==> src/rtl/inverse_factorial.sv <==
// Inverse factorial unit: finds n with n! == x for a 16-bit x, or flags an
// error. Repeatedly divides x by 2, 3, 4, ... with a bit-serial restoring
// divider (one quotient bit per cycle, 16 cycles per division plus one
// check cycle). Shares the start/ready/done/error handshake of the factorial
// unit.
module inverse_factorial (
    input  logic        clk,
    input  logic        rst_n,
    input  logic        start,
    input  logic [15:0] x,
    output logic [7:0]  n,
    output logic        ready,
    output logic        done,
    output logic        error
);

    typedef enum logic [2:0] {
        S_IDLE,
        S_DIV,
        S_CHECK,
        S_DONE,
        S_ERROR
    } state_t;

    state_t      state;
    state_t      state_nxt;

    logic [15:0] q_reg;
    logic [7:0]  k_reg;
    logic [8:0]  r_reg;
    logic [3:0]  cnt;
    logic [7:0]  n_reg;

    logic        q_bit;
    logic [8:0]  r_step;
    logic [8:0]  k_inc;
    logic        q_too_small;

    // One restoring-division step: shift the next dividend bit into the
    // partial remainder and subtract the divisor when it fits.
    function automatic logic [9:0] div_step(input logic [7:0] r_low,
                                            input logic       msb,
                                            input logic [7:0] k);
        logic [8:0] t;
        t = {r_low, msb};
        if (t >= {1'b0, k})
            div_step = {1'b1, t - {1'b0, k}};
        else
            div_step = {1'b0, t};
    endfunction

    assign {q_bit, r_step} = div_step(r_reg[7:0], q_reg[15], k_reg);

    // 9-bit increment so the early-reject compare can never wrap
    assign k_inc       = {1'b0, k_reg} + 9'd1;
    assign q_too_small = (q_reg < {7'b0, k_inc});

    assign n = n_reg;

    // State register
    always_ff @(posedge clk or negedge rst_n) begin
        if (!rst_n)
            state <= S_IDLE;
        else
            state <= state_nxt;
    end

    // Next-state logic and handshake decodes (state only)
    always_comb begin
        state_nxt = state;
        ready     = 1'b0;
        done      = 1'b0;
        error     = 1'b0;
        case (state)
            S_IDLE: begin
                ready = 1'b1;
                if (start) begin
                    if (x == 16'd0)
                        state_nxt = S_ERROR;
                    else if (x == 16'd1)
                        state_nxt = S_DONE;
                    else
                        state_nxt = S_DIV;
                end
            end
            S_DIV: begin
                if (cnt == 4'd0)
                    state_nxt = S_CHECK;
            end
            S_CHECK: begin
                if (r_reg != 9'd0)
                    state_nxt = S_ERROR;
                else if (q_reg == 16'd1)
                    state_nxt = S_DONE;
                else if (q_too_small)
                    state_nxt = S_ERROR;
                else
                    state_nxt = S_DIV;
            end
            S_DONE: begin
                done      = 1'b1;
                state_nxt = S_IDLE;
            end
            S_ERROR: begin
                done      = 1'b1;
                error     = 1'b1;
                state_nxt = S_IDLE;
            end
            default: state_nxt = S_IDLE;
        endcase
    end

    // Datapath: operand latch, serial divider and divisor/result bookkeeping
    always_ff @(posedge clk or negedge rst_n) begin
        if (!rst_n) begin
            q_reg <= 16'd0;
            k_reg <= 8'd0;
            r_reg <= 9'd0;
            cnt   <= 4'd0;
            n_reg <= 8'd0;
        end else begin
            case (state)
                S_IDLE: begin
                    if (start) begin
                        q_reg <= x;
                        n_reg <= 8'd0;
                        if (x == 16'd1) begin
                            n_reg <= 8'd1;
                        end else if (x != 16'd0) begin
                            k_reg <= 8'd2;
                            r_reg <= 9'd0;
                            cnt   <= 4'd15;
                        end
                    end
                end
                S_DIV: begin
                    q_reg <= {q_reg[14:0], q_bit};
                    r_reg <= r_step;
                    cnt   <= cnt - 4'd1;
                end
                S_CHECK: begin
                    if (r_reg == 9'd0) begin
                        if (q_reg == 16'd1) begin
                            n_reg <= k_reg;
                        end else if (!q_too_small) begin
                            k_reg <= k_reg + 8'd1;
                            r_reg <= 9'd0;
                            cnt   <= 4'd15;
                        end
                    end
                end
                default: ;
            endcase
        end
    end

endmodule

==> config.mk <==
export PLATFORM = sky130hd
export DESIGN_NAME = inverse_factorial
export DESIGN_NICKNAME = d
export VERILOG_FILES = /design/src/rtl/inverse_factorial.sv
export SDC_FILE = /design/constraint.sdc
export NUM_CORES = 1
export LEC_CHECK = 0
export ABC_CLOCK_PERIOD_IN_PS = 3400
export CORE_ASPECT_RATIO = 2
export CORE_MARGIN = 8
export CORE_UTILIZATION = 35
export DETAILED_ROUTE_END_ITERATION = 10
export GPL_TIMING_DRIVEN = 1
export PLACE_DENSITY = 0.52
export SETUP_SLACK_MARGIN = 0.3
export SKIP_CTS_REPAIR_TIMING = 1
export SYNTH_ARGS = -nofsm -noshare
export SYNTH_HDL_FRONTEND = slang
export SYNTH_SLANG_ARGS = --single-unit
==> constraint.sdc <==
create_clock -name clk -period 3.4 [get_ports clk]
set_clock_uncertainty 0.15 [all_clocks]
set_input_delay 0.85 -clock clk [delete_from_list [all_inputs] [get_ports clk]]
set_output_delay 0.85 -clock clk [all_outputs]
set_load 0.05 [all_outputs]
==> summary.md, run 1 <==
| Metric | Value |
|---|---|
| DRT Wirelength | `9.66 mm` |
| Routed WL per cell | `about 20 um` |
| Yosys warns | `0` |
| DP Worst Slack | `~90 ps` |
| Commonest non-fill, non-tap cell in the layout | `dfrtp_1` |
| VDD IR max | `~0.38 mV` |
| Via Count | `between 2,000 and 3,000` |
| Initial core utilization | `~36%` |
| Fin nets | `between 400 and 500` |
| Hold path start | `cnt[3]` |
| Setup_tns | `0 ps` |
| Total number of H-tree levels | `2` |
| Placer Congestion | `between 0.8 and 0.9` |
| FMAX | `between 300 and 400 MHz` |
| Tmin final | `a little over 3000 ps` |
| Die area | `0.0127 mm2` |
| Total GRT Usage | `approximately 15%` |
| Status | `finished clean` |
| Worst R2R Path Depth | `12` |
| Clock Path Buffers | `2` |
| Slew @ Worst Pin | `662 ps` |
| Most frequent cells in the layout | `dfrtp_1 (48), o22ai_1 (28), clkdlybuf4s50_1 (26)` |
| P per Cell Area | `around 800 mW/mm2` |
| Port buffer count | `29` |
| Antenna diodes | `0` |
| Std-Cell Rows | `49` |
| EDFF count, synth | `0` |
| Critical path endpoint category | `flop` |
| Worst setup margin | `313 ps` |
| Max FO, Critical Path | `8` |
| Dominant synthesized flop cell | `dfrtp_1` |
| Post-Synthesis Cells | `340` |
| Lkg Pwr | `1.66 nW` |
| Syn Area/Cell | `~9.5 um2` |
| Storage cell area | `around 0.0012 mm2` |
| Reg2reg end | `k_reg[4]` |
| Number of setup violations in the final report | `0` |
| Fraction of registers with async set/reset | `100%` |
| Layout area overhead | `24.2%` |
| Clock transition at the registers of the reported paths | `about 70 ps` |
| R2r startpoint | `k_reg[0]` |
| Drt pass-1 iters | `5` |
| Crit-path cells | `ha_4 > and3_4 > nand3_4 > inv_2 > nand3_2 > ha_4 > or4_4 > a211oi_2 > nand2_1 > nor3_4 > a211o_4 > mux2_4` |
| Sequential area share after synthesis | `a little under two fifths` |
| Ports | `30` |
| Total power draw | `approximately 3.2 mW` |
| Cell mode on critical path | `ha_4` |
| Endpoint, Worst Hold | `cnt[3]` |
| Die Y | `152 um` |
| Max reg flops | `16` |
| R2r setup slk | `310 ps` |
| Worst path slowest cell | `or4_4` |
| CORE AREA | `slightly below 0.009 mm2` |
| Maxcap violations | `0` |
| Largest net degree at the start of global routing | `27` |
| Inserted Clock Buffers | `5` |
| CP arrival | `just over 3000 ps` |
| Clk sink count | `48` |
| GRT Residual Overflow | `0` |
| First-pass GRT wire length | `15.2 mm` |
| Max stage delay on crit path | `480 ps` |
| Antenna violations before repair | `0` |
| Worst Hold Class | `flop to flop` |
| Residual DRC count | `0` |
| Crit path launch type | `flop` |
| Worst-skew pair later-pin latency | `300 ps` |
| RSZ-0062 raised after global routing | `true` |
| Period utilisation layout | `around nine tenths` |
| Final Hold Viols | `0` |
| Via/cell ratio | `between 5 and 6` |
| Syn_nets | `378` |
| Die W | `approximately 84 um` |
| Synth Cell Area | `about 0.0032 mm2` |
| Area of the multi-input gates | `a little under 0.002 mm2` |
| Number of fill cells | `~860` |
| Post-synthesis register bit count | `48` |
| Hold WS | `roughly 360 ps` |
| WP data required | `roughly 3400 ps` |
| Relative max-transition margin | `between 50% and 60%` |
| Initial DRC count | `around 160` |
| Post-synth cell types | `a little over 60` |
| Post-DP HPWL | `between 7 and 8 mm` |
| Fin. max-slew vios | `0` |
| Vias in the first global route | `between 3,000 and 4,000` |
| Share of post-route cells with drive strength above 1 | `between 10% and 20%` |
| Antenna Nets Post-Route | `0` |
| CP Class | `flop to flop` |
| Root Driver | `clkbuf_16` |
| Post-layout util | `around 45%` |
| CTS tree | `done` |
| Hold path cells | `1` |
-- cell families after synthesis --
kind of cell | synth area share, %
multiplexers | 7.63
XOR/XNOR | 3.00
adder cells (fa/ha/maj) | 7.63
AO/OA/AOI/OAI | 21.9
flip-flops | 37.4
buffers and inverters | 4.40
AND/OR/NAND/NOR | 18.1
-- stage by stage --
stage | cell area [um2] | std cells
finish | 3990 | 487
global route | 3990 | 487
CTS | 3800 | 475
detailed placement | 3650 | 467
global placement | 3650 | 467
floorplan | 3220 | 340
-- area by class of cell --
type	instances	share of cell area, %
Clock buffer	7	3.32
Inverter	15	1.41
Sequential cell	48	30.1
Timing Repair Buffer	54	12.4
Clock inverter	1	0.219
Tap cell	102	3.20
Multi-Input combinational cell	260	49.4
-- power breakdown --
part	leakage, nW	internal [mW]	total (mW)	switching (mW)
sequential	0.583	0.756	1.00	0.247
clock	0.0681	0.276	0.505	0.229
combinational	1.01	0.745	1.69	0.944
-- cell usage after synthesis, types with 2 or more instances --
library cell	number	share of area, %
inv_1	15	1.8
a32o_1	2	0.62
mux2i_1	8	2.5
o21a_1	4	0.93
a211o_1	3	0.82
mux2_4	8	3.7
xnor2_1	8	2.2
a31oi_1	3	0.58
and3_1	6	1.2
o21ai_0	18	2.8
nand2b_1	2	0.39
buf_2	2	0.31
a21o_1	5	1.2
and2_1	2	0.39
nor2_1	24	2.8
a21oi_1	18	2.8
dfrtp_1	48	37
o211ai_1	3	0.70
nand3_1	10	1.6
nand2_1	24	2.8
o31ai_1	2	0.47
xor2_1	3	0.82
nand4_1	2	0.39
mux2_1	4	1.4
ha_1	18	7.0
a32oi_1	2	0.55
nor4_1	4	0.78
a22o_1	2	0.55
nor3_1	12	1.9
o22ai_1	28	5.4
o2111ai_1	2	0.55
nor3b_1	2	0.47
buf_6	2	0.70
nand3b_1	2	0.47
clkbuf_1	12	1.4
nor2b_1	4	0.78
-- how the worst max path moves through the flow --
stage                  start  slack (ps)       end  depth (start not counted)
CTS                 k_reg[0]          50  k_reg[3]                         12
global route        k_reg[0]         200  k_reg[4]                         12
floorplan           k_reg[0]         310  k_reg[0]                         13
global placement        x[5]         170  k_reg[3]                          6
detailed placement  k_reg[0]          90  k_reg[3]                         12
finish              k_reg[0]         310  k_reg[4]                         12
-- worst max-delay path, delay by kind of cell (launching register included) --
kind / cells / cell delay (ps)
AND/OR/NAND/NOR: 6 / 1230
AO/OA/AOI/OAI: 2 / 450
flip-flops: 1 / 420
adder cells (fa/ha/maj): 2 / 340
multiplexers: 1 / 310
buffers and inverters: 1 / 70
-- routing by layer --
metal | GRT usage, % | routed length [um] | vias up
met5 | 0 | 0 | -
met4 | 10.3 | 537 | 0
met3 | 2.73 | 296 | 29
met2 | 29.0 | 5340 | 67
met1 | 13.8 | 3490 | 1436
li1 | - | - | 1365
No activity file was read; power rests on OpenSTA's default activity.
==> run 2, diff against run 1 <==
--- a/config.mk
+++ b/config.mk
@@ -17,3 +17,4 @@
 export SYNTH_ARGS = -nofsm -noshare
 export SYNTH_HDL_FRONTEND = slang
 export SYNTH_SLANG_ARGS = --single-unit
+export TNS_END_PERCENT = 100
==> results of run 2 <==
No change in the layout: final DEF, timing and power equal those of run 1.
==> run 3, diff against run 2 <==
--- a/config.mk
+++ b/config.mk
@@ -7,10 +7,11 @@
 export LEC_CHECK = 0
 export ABC_CLOCK_PERIOD_IN_PS = 3400
 export CORE_ASPECT_RATIO = 2
-export CORE_MARGIN = 8
+export CORE_MARGIN = 2
 export CORE_UTILIZATION = 35
 export DETAILED_ROUTE_END_ITERATION = 10
 export GPL_TIMING_DRIVEN = 1
+export HOLD_SLACK_MARGIN = 0.1
 export PLACE_DENSITY = 0.52
 export SETUP_SLACK_MARGIN = 0.3
 export SKIP_CTS_REPAIR_TIMING = 1
==> run 3 against run 2 <==
Sequential power is essentially flat. Register-to-register slack is essentially flat. Global-route usage grew 4.2 points. Routed wire length shrank 4.3%. Sequential share of layout area shrank 0.35 points. Critical endpoint is now k_reg[6].
==> summary.md, run 3 (same netlist as run 1, synthesis figures left out) <==
| Metric | Value |
|---|---|
| Tmin final | `3080 ps (-9.53 ps)` |
| Total GRT Usage | `19.2% (+4.2 points)` |
| Total number of H-tree levels | `2 (unchanged)` |
| CORE AREA | `0.00895 mm2 (unchanged)` |
| Max reg flops | `16 (unchanged)` |
| Setup_tns | `0 ps (unchanged)` |
| Largest net degree at the start of global routing | `49 (+81%)` |
| Max stage delay on crit path | `410 ps (-70 ps)` |
| Initial core utilization | `35.9% (unchanged)` |
| Via Count | `2,816 (-2.8%)` |
| Drt pass-1 iters | `4 (-1)` |
| WL met3 | `226 um (-24%)` |
| Placer Congestion | `0.876 (+1.7%)` |
| Std-Cell Rows | `49 (unchanged)` |
| Antenna violations before repair | `0 (unchanged)` |
| Inserted Clock Buffers | `5 (unchanged)` |
| Lkg Pwr | `1.68 nW (+1.4%)` |
| Slew @ Worst Pin | `653 ps (-9.16 ps)` |
| Share of post-route cells with drive strength above 1 | `18.6% (-0.11 points)` |
| Final Hold Viols | `0 (unchanged)` |
| Clock Path Buffers | `2 (unchanged)` |
| R2r setup slk | `320 ps (about the same)` |
| Most frequent cells in the layout | `dfrtp_1 (48), o22ai_1 (28), clkdlybuf4s50_1 (26)` |
| First-pass GRT wire length | `14.8 mm (-2.4%)` |
| Non-filler cells, final | `484 (-0.62%)` |
| Die W | `71.8 um (-14%)` |
| Number of setup violations in the final report | `0 (unchanged)` |
| Die Y | `140 um (-7.9%)` |
| Status | `finished clean` |
| Die area | `0.0100 mm2 (-21%)` |
| Max FO, Critical Path | `8 (unchanged)` |
| GRT Residual Overflow | `0 (unchanged)` |
| DRT Wirelength | `9.25 mm (-4.3%)` |
| Total power draw | `3.29 mW (+3.1%)` |
| Antenna diodes | `0 (unchanged)` |
| Fin. max-slew vios | `0 (unchanged)` |
| Vias in the first global route | `2,991 (-1.4%)` |
| WP data required | `3430 ps (about the same)` |
| Post-DP HPWL | `6.82 mm (-6.6%)` |
| Antenna Nets Post-Route | `0 (unchanged)` |
| Worst path slowest cell | `dfrtp_1` |
| VDD IR max | `0.400 mV (+4.3%)` |
| Routed WL per cell | `19.1 um (-3.7%)` |
| Worst-skew pair later-pin latency | `290 ps (about the same)` |
| Clk sink count | `48 (unchanged)` |
| M1 wire length | `3.34 mm (-4.4%)` |
| FMAX | `325 MHz (+0.31%)` |
| Residual DRC count | `0 (unchanged)` |
| CP arrival | `3110 ps (about the same)` |
| Initial DRC count | `141 (-11%)` |
| Commonest non-fill, non-tap cell in the layout | `dfrtp_1` |
| Met2 WL | `5.16 mm (-3.4%)` |
| Layout area overhead | `25.6%` |
| CP Class | `flop to flop` |
| Maxcap violations | `0 (unchanged)` |
| CTS tree | `done` |
| RSZ-0062 raised after global routing | `true` |
| Fin nets | `419 (-0.71%)` |
| Crit path launch type | `flop` |
| Crit-path cells | `buf_6 > and3_4 > nand3_4 > nor3_4 > xnor2_2 > ha_1 > and4_4 > o211ai_1 > nor2_2 > nor3_4 > a211o_4 > buf_6 > a211o_1` |
| Root Driver | `clkbuf_16` |
| Worst Hold Class | `flop to flop` |
| P per Cell Area | `816 mW/mm2 (+1.9%)` |
| Max layer used | `met4` |
| Relative max-transition margin | `56.5% (+0.61 points)` |
| Ports | `30 (unchanged)` |
| Critical path endpoint category | `flop` |
| Via/cell ratio | `5.82 (-2.2%)` |
| Port buffer count | `29 (unchanged)` |
| Period utilisation layout | `90.5% (-0.28 points)` |
| Clock transition at the registers of the reported paths | `70 ps (about the same)` |
| Inst Count DP | `467 (unchanged)` |
-- run 3: layer usage --
metal	global-route usage, %	vias up
li1	-	1360
met1	19.4	1370
met2	35.6	63
met3	2.10	23
met4	12.5	0
met5	0	-
-- run 3: through the flow --
| step | utilization (%) | cell area (um2) | worst slack, ps | hold WS (ps) |
|---|---|---|---|---|
| floorplan | - | 3220 | 311 | 303 |
| global placement | 40.9 | 3660 | 157 | 336 |
| detailed placement | 40.9 | 3660 | 95.0 | 331 |
| CTS | 42.7 | 3820 | 76.0 | 341 |
| global route | 45.1 | 4040 | 178 | 373 |
| finish | 45.1 | 4040 | 323 | 341 |
-- run 3: area by class of cell --
type / count / area [um2]
Tap cell: 102 / 128
Multi-Input combinational cell: 260 / 2010
Inverter: 15 / 58.8
Clock inverter: 2 / 35.0
Fill cell: 873 / 4910
Clock buffer: 6 / 129
Sequential cell: 48 / 1200
Timing Repair Buffer: 51 / 475
-- run 3: path summary, 6_finish.rpt --
path / cells past startpoint / end / from
worst min-delay path: 1 / cnt[3] / cnt[3]
worst max-delay path: 13 / k_reg[6] / k_reg[1]
max in group asynchronous: 2 / cnt[2] / rst_n
worst max register to register: 13 / k_reg[6] / k_reg[1]
min in group asynchronous: 2 / n[6] / rst_n
worst min register to register: 1 / cnt[3] / cnt[3]
-- run 3: power breakdown --
part | internal, mW | switching, mW
Clock | 0.347 | 0.228
Sequential | 0.756 | 0.255
Combinational | 0.763 | 0.946
Total | 1.87 | 1.43
-- run 3: worst max-delay path: cells and delay by family, from the launching register on --
family | cells | cell delay [ps]
AOI/OAI and AO/OA | 3 | 710
xor gates and xnor gates | 1 | 110
adders and majority gates | 1 | 300
buffers and inverters | 2 | 270
DFF | 1 | 410
and+or+nand+nor | 6 | 1010
==> RTL edit 1, RTL diff (config.mk and constraints of run 1) <==
Put a register stage on the output `error`. The value now appears one clock later. The other outputs are not delayed to match. Comments in the files are not updated.
--- a/src/rtl/inverse_factorial.sv
+++ b/src/rtl/inverse_factorial.sv
@@ -21,6 +21,8 @@
         S_DONE,
         S_ERROR
     } state_t;
+
+    logic error_d;
 
     state_t      state;
     state_t      state_nxt;
@@ -70,7 +72,7 @@
         state_nxt = state;
         ready     = 1'b0;
         done      = 1'b0;
-        error     = 1'b0;
+        error_d   = 1'b0;
         case (state)
             S_IDLE: begin
                 ready = 1'b1;
@@ -103,7 +105,7 @@
             end
             S_ERROR: begin
                 done      = 1'b1;
-                error     = 1'b1;
+                error_d   = 1'b1;
                 state_nxt = S_IDLE;
             end
             default: state_nxt = S_IDLE;
@@ -154,5 +156,9 @@
         end
     end
 
+    always_ff @(posedge clk) begin
+        error <= error_d;
+    end
+
 endmodule
 
Function: changed (a bounded check fails within 4 cycles, from zero or initial values and one cycle with rst_n low).
==> RTL edit 1 against run 1 <==
Final area shrank 2.1%. Wire length shrank 2.4%. Setup slack gained 0.12 ns. Synthesized area shrank 1.2%. Critical path type unchanged. Largest cell class unchanged. Critical endpoint is now state[0]$_DFFE_PN0P_. Power grew 8.5%. Sequential cell count grew 1. Largest power group unchanged. Combinational power grew 12%. Maximum frequency grew 4.2%.
==> RTL edit 1: results (changes against run 1) <==
| Metric | Value |
|---|---|
| Status | `finished clean (unchanged)` |
| WL final | `9.43 mm (was 9.66 mm)` |
| Worst Path Max Fanout | `4 (was 8)` |
| Layout cells sized above 1 | `16.9% (was 18.7%)` |
| Maximum vdd drop | `377 µV (was 383 µV)` |
| Top post-synthesis cells by area | `dfrtp_1 (38%), ha_1 (7.1%), nand2_1 (3.4%) (was dfrtp_1 (37%), ha_1 (7.0%), o22ai_1 (5.4%))` |
| Total GRT Usage | `15.2% (was 15.0%)` |
| Root buf cell | `clkbuf_16 (unchanged)` |
| Largest net degree at the start of global routing | `49 (was 27)` |
| Critical Path AT | `2.97 ns (was 3.11 ns)` |
| Vias per inst | `5.67 (was 5.95)` |
| Syn_nets | `376 (was 378)` |
| Top cells by count, synth | `dfrtp_1 (48), nand2_1 (29), nor2_1 (25) (was dfrtp_1 (48), o22ai_1 (28), nand2_1 (24), nor2_1 (24))` |
| DRT iter0 DRCs | `172 (was 159)` |
| Depth of the worst hold-timing path | `2 (was 1)` |
| First drt pass iteration count | `4 (was 5)` |
| Proportion of synthesized chip area in sequential cells | `38.5% (was 37.4%)` |
| Leak | `0.00163 µW (was 0.00166 µW)` |
| First-pass GRT wire length | `15.3 mm (was 15.2 mm)` |
| Tightest Pin Transition | `0.755 ns (was 0.662 ns)` |
| Adder-cell share of the synthesized area | `7.73% (was 7.63%)` |
| Netlist cell types | `58 (was 62)` |
| Routing usage on met2 | `30.1% (was 29.0%)` |
| Multiplexer area fraction after synthesis | `7.61% (was 7.63%)` |
| Reg2Reg Depth | `10 (was 12)` |
| Hold_sp | `q_reg[13]$_DFFE_PN0P_ (was cnt[3]$_DFFE_PN0P_)` |
| Synth Area in Compound Gates | `20.8% (was 21.9%)` |
| Met3 GRT Util | `2.38% (was 2.73%)` |
| Xor/xnor share of the synthesized area | `3.04% (was 3.00%)` |
| Vias in the first global route | `2882 (was 3035)` |
| Hold endpoint | `q_reg[13]$_DFFE_PN0P_ (was cnt[3]$_DFFE_PN0P_)` |
| GR Util met1 | `14.3% (was 13.8%)` |
-- RTL edit 1: critical path: stages (launching register included) --
cell and delay, ns:
dfrtp_1 0.39, ha_2 0.21, and3_4 0.19, nand3_1 0.13, buf_4 0.17, or3_1 0.31
ha_1 0.31, o211ai_1 0.08, or4b_2 0.65, nand3_1 0.12, o221ai_1 0.11
-- RTL edit 1: report_power, final --
group | internal, µW | switching, µW | leakage (µW)
sequential | 774 | 209 | 0.000609
clock | 368 | 225 | 0.0000841
combinational | 821 | 1070 | 0.000933
total | 1960 | 1510 | 0.00163
-- RTL edit 1: final cells by class --
type                    count  area (µm²)
clock buffers               7         143
clock inverters             1        30.0
fillers                   894        4980
inverters                  16        60.1
multi-input cells         261        1880
flip-flops and latches     49        1220
well taps                 102         128
repair buffers             50         447
-- RTL edit 1: worst max-delay path by stage --
stage / from / end / slack, ns / cells after the start
2_1_floorplan: k_reg[0]$_DFFE_PN0P_ / k_reg[0]$_DFFE_PN0P_ / 0.33 / 12
3_3_place_gp: k_reg[0]$_DFFE_PN0P_ / k_reg[2]$_DFFE_PN0P_ / 0.08 / 11
3_5_place_dp: k_reg[0]$_DFFE_PN0P_ / k_reg[3]$_DFFE_PN0P_ / 0.04 / 11
4_1_cts: k_reg[0]$_DFFE_PN0P_ / k_reg[2]$_DFFE_PN0P_ / 0.02 / 11
5_1_grt: k_reg[0]$_DFFE_PN0P_ / state[0]$_DFFE_PN0P_ / 0.30 / 11
6_report: k_reg[0]$_DFFE_PN0P_ / state[0]$_DFFE_PN0P_ / 0.44 / 10
-- RTL edit 1: kinds of logic after synthesis --
kind of cell,count (synthesis)
compound gates,97
xor+xnor,11
fa+ha+maj,19
buf+inv,28
flops,49
mux,20
simple gates,114
-- RTL edit 1: through the flow --
| step | area, µm² | utilization, % | std cells | setup WS (ns) |
|---|---|---|---|---|
| floorplan | 3170 | - | 338 | 0.329 |
| global placement | 3680 | 41.4 | 478 | 0.0811 |
| detailed placement | 3680 | 41.4 | 478 | 0.0393 |
| CTS | 3850 | 43.4 | 486 | 0.0241 |
| global route | 3910 | 44.0 | 486 | 0.304 |
| finish | 3910 | 44.0 | 486 | 0.437 |
-- RTL edit 1: per-layer routing --
layer | wire, µm | share of wire (%)
met5 | 0 | 0
met4 | 337 | 3.6
met3 | 275 | 2.9
met2 | 5290 | 56
met1 | 3530 | 37
==> RTL edit 2, RTL diff (config.mk and constraints of run 1) <==
Without the edit above. Re-encode `state_t` (5 states) as one-hot, 5 bits wide.
--- a/src/rtl/inverse_factorial.sv
+++ b/src/rtl/inverse_factorial.sv
@@ -14,12 +14,12 @@
     output logic        error
 );
 
-    typedef enum logic [2:0] {
-        S_IDLE,
-        S_DIV,
-        S_CHECK,
-        S_DONE,
-        S_ERROR
+    typedef enum logic [4:0] {
+        S_IDLE  = 5'b00001,
+        S_DIV   = 5'b00010,
+        S_CHECK = 5'b00100,
+        S_DONE  = 5'b01000,
+        S_ERROR = 5'b10000
     } state_t;
 
     state_t      state;
Behaviour: same outputs for any inputs over 10 cycles, from zero or initial values and one cycle with rst_n low; not proved beyond that.
==> RTL edit 2 against run 1 <==
Clock power up 13%. Maximum frequency down 6.4%. Synthesized area down 3.2%. Sequential cell count up 2. Power up 2.7%. Critical path depth up 1. Die area down 2.7%. First-iteration DRC count down 30%. Wire length down 4.0%. Global-route usage up 0.35 points. Non-clock buffer count down 5. Final area down 0.88%. Setup slack worse by 0.21 ns. Critical path type unchanged.
==> RTL edit 2: results (changes against run 1) <==
| Metric | Value |
|---|---|
| First drt pass iteration count | `4 (was 5)` |
| Syn_nets | `397 (was 378)` |
| Max FFs per register | `16 (unchanged)` |
| Netlist cell types | `50 (was 62)` |
| Ys async rst share | `100% (unchanged)` |
| DP Cell Count | `489 (was 467)` |
| Layout cells sized above 1 | `14.5% (was 18.7%)` |
| First-pass GRT wire length | `14.3 mm (was 15.2 mm)` |
| DRT iter0 DRCs | `112 (was 159)` |
| Slowest cell on crit path | `or4b_4 (was or4_4)` |
| Ant. Diodes | `0 (unchanged)` |
| Top cells by count, synth | `nand2_1 (59), dfrtp_1 (49), nor2_1 (35) (was dfrtp_1 (48), o22ai_1 (28), nand2_1 (24), nor2_1 (24))` |
| Nets | `443 (was 422)` |
| Synth Area in Compound Gates | `18.6% (was 21.9%)` |
| Critical Path AT | `3.33 ns (was 3.11 ns)` |
| Max Root-Sink Buffers | `2 (unchanged)` |
| Proportion of synthesized chip area in sequential cells | `40.2% (was 37.4%)` |
| Reg2Reg Depth | `13 (was 12)` |
| Initial antenna violation count | `0 (unchanged)` |
| Worst Setup EP | `r_reg[1]$_DFFE_PN0P_ (was k_reg[4]$_DFFE_PN0P_)` |
| R2R Setup Slk | `0.10 ns (was 0.31 ns)` |
| Status | `finished clean (unchanged)` |
| Critical path launch point | `k_reg[1]$_DFFE_PN0P_ (was k_reg[0]$_DFFE_PN0P_)` |
| Vias per inst | `5.54 (was 5.95)` |
| TritonCTS Buffers | `5 (unchanged)` |
| H-tree lvl count | `2 (unchanged)` |
| PortBufs | `29 (unchanged)` |
| Worst slew margin | `50.0% (was 55.9%)` |
| Slowest stage delay, CP | `0.62 ns (was 0.48 ns)` |
| DP Wirelength | `7.23 mm (was 7.30 mm)` |
| Vias in the first global route | `2830 (was 3035)` |
| Largest net degree at the start of global routing | `35 (was 27)` |
| Worst-path clk slew | `0.07 ns (about the same)` |
| Maximum vdd drop | `465 µV (was 383 µV)` |
| Later-pin clock latency in the skew report | `0.29 ns` |
| Worst Path Max Fanout | `7 (was 8)` |
| Avg Cell Area, Syn | `8.67 µm² (was 9.45 µm²)` |
| Leak | `0.00171 µW (was 0.00166 µW)` |
| Synth Flop Type | `dfrtp_1 (unchanged)` |
| Finished Layout Cells | `506 (was 487)` |
| Multiplexer area fraction after synthesis | `2.65% (was 7.63%)` |
| Total GRT Usage | `15.4% (was 15.0%)` |
| Top post-synthesis cells by area | `dfrtp_1 (39%), ha_1 (7.2%), nand2_1 (7.1%) (was dfrtp_1 (37%), ha_1 (7.0%), o22ai_1 (5.4%))` |
| Xor/xnor share of the synthesized area | `2.25% (was 3.00%)` |
| Synth warn | `0 (unchanged)` |
| Adder-cell share of the synthesized area | `7.88% (was 7.63%)` |
| Min-Delay Path Class | `in2async (was reg2reg)` |
| RePlAce Congestion | `0.819 (was 0.862)` |
| Root buf cell | `clkbuf_16 (unchanged)` |
| Avg WL per Cell | `18.3 µm (was 19.8 µm)` |
[RTL edit 2: stage by stage]
stage	instance area, µm²	setup WS (ns)	hold WS, ns
floorplan	3130	0.298	0.306
global placement	3600	0.111	0.319
detailed placement	3600	0.0817	0.325
CTS	3760	0.0412	0.325
global route	3960	-0.0724	0.353
finish	3960	0.101	0.314
[RTL edit 2: worst min path at each step]
stage | from | endpoint | slack [ns]
6_report | rst_n | k_reg[6]$_DFFE_PN0P_ | 0.31
5_1_grt | rst_n | k_reg[4]$_DFFE_PN0P_ | 0.35
4_1_cts | rst_n | k_reg[5]$_DFFE_PN0P_ | 0.33
3_5_place_dp | n[3]$_DFFE_PN0P_ | n[3]$_DFFE_PN0P_ | 0.33
3_3_place_gp | n[3]$_DFFE_PN0P_ | n[3]$_DFFE_PN0P_ | 0.32
2_1_floorplan | k_reg[4]$_DFFE_PN0P_ | k_reg[4]$_DFFE_PN0P_ | 0.31
[RTL edit 2: layout make-up]
cell class	count	area [µm²]
Clock buffer	6	129
Clock inverter	2	37.5
Fill cell	895	4690
Inverter	16	60.1
Multi-Input combinational cell	283	1890
Sequential cell	50	1250
Tap cell	100	125
Timing Repair Buffer	49	464
[RTL edit 2: power breakdown]
part | total (µW) | internal, µW | switching, µW
Clock | 570 | 348 | 222
Sequential | 969 | 768 | 201
Combinational | 1750 | 749 | 997
[RTL edit 2: critical path: cells and delay by family, from the launching register on]
kind | cells | cell delay [ns]
XOR/XNOR | 1 | 0.17
flip-flops | 1 | 0.42
AO/OA/AOI/OAI | 3 | 0.54
buffers and inverters | 1 | 0.13
AND/OR/NAND/NOR | 7 | 1.44
adder cells (fa/ha/maj) | 1 | 0.32
[RTL edit 2: routing by layer]
layer  track usage, %  wire length [µm]
met5                0                 0
met4             8.26               427
met3             2.36               221
met2             29.3              5400
met1             14.5              3230
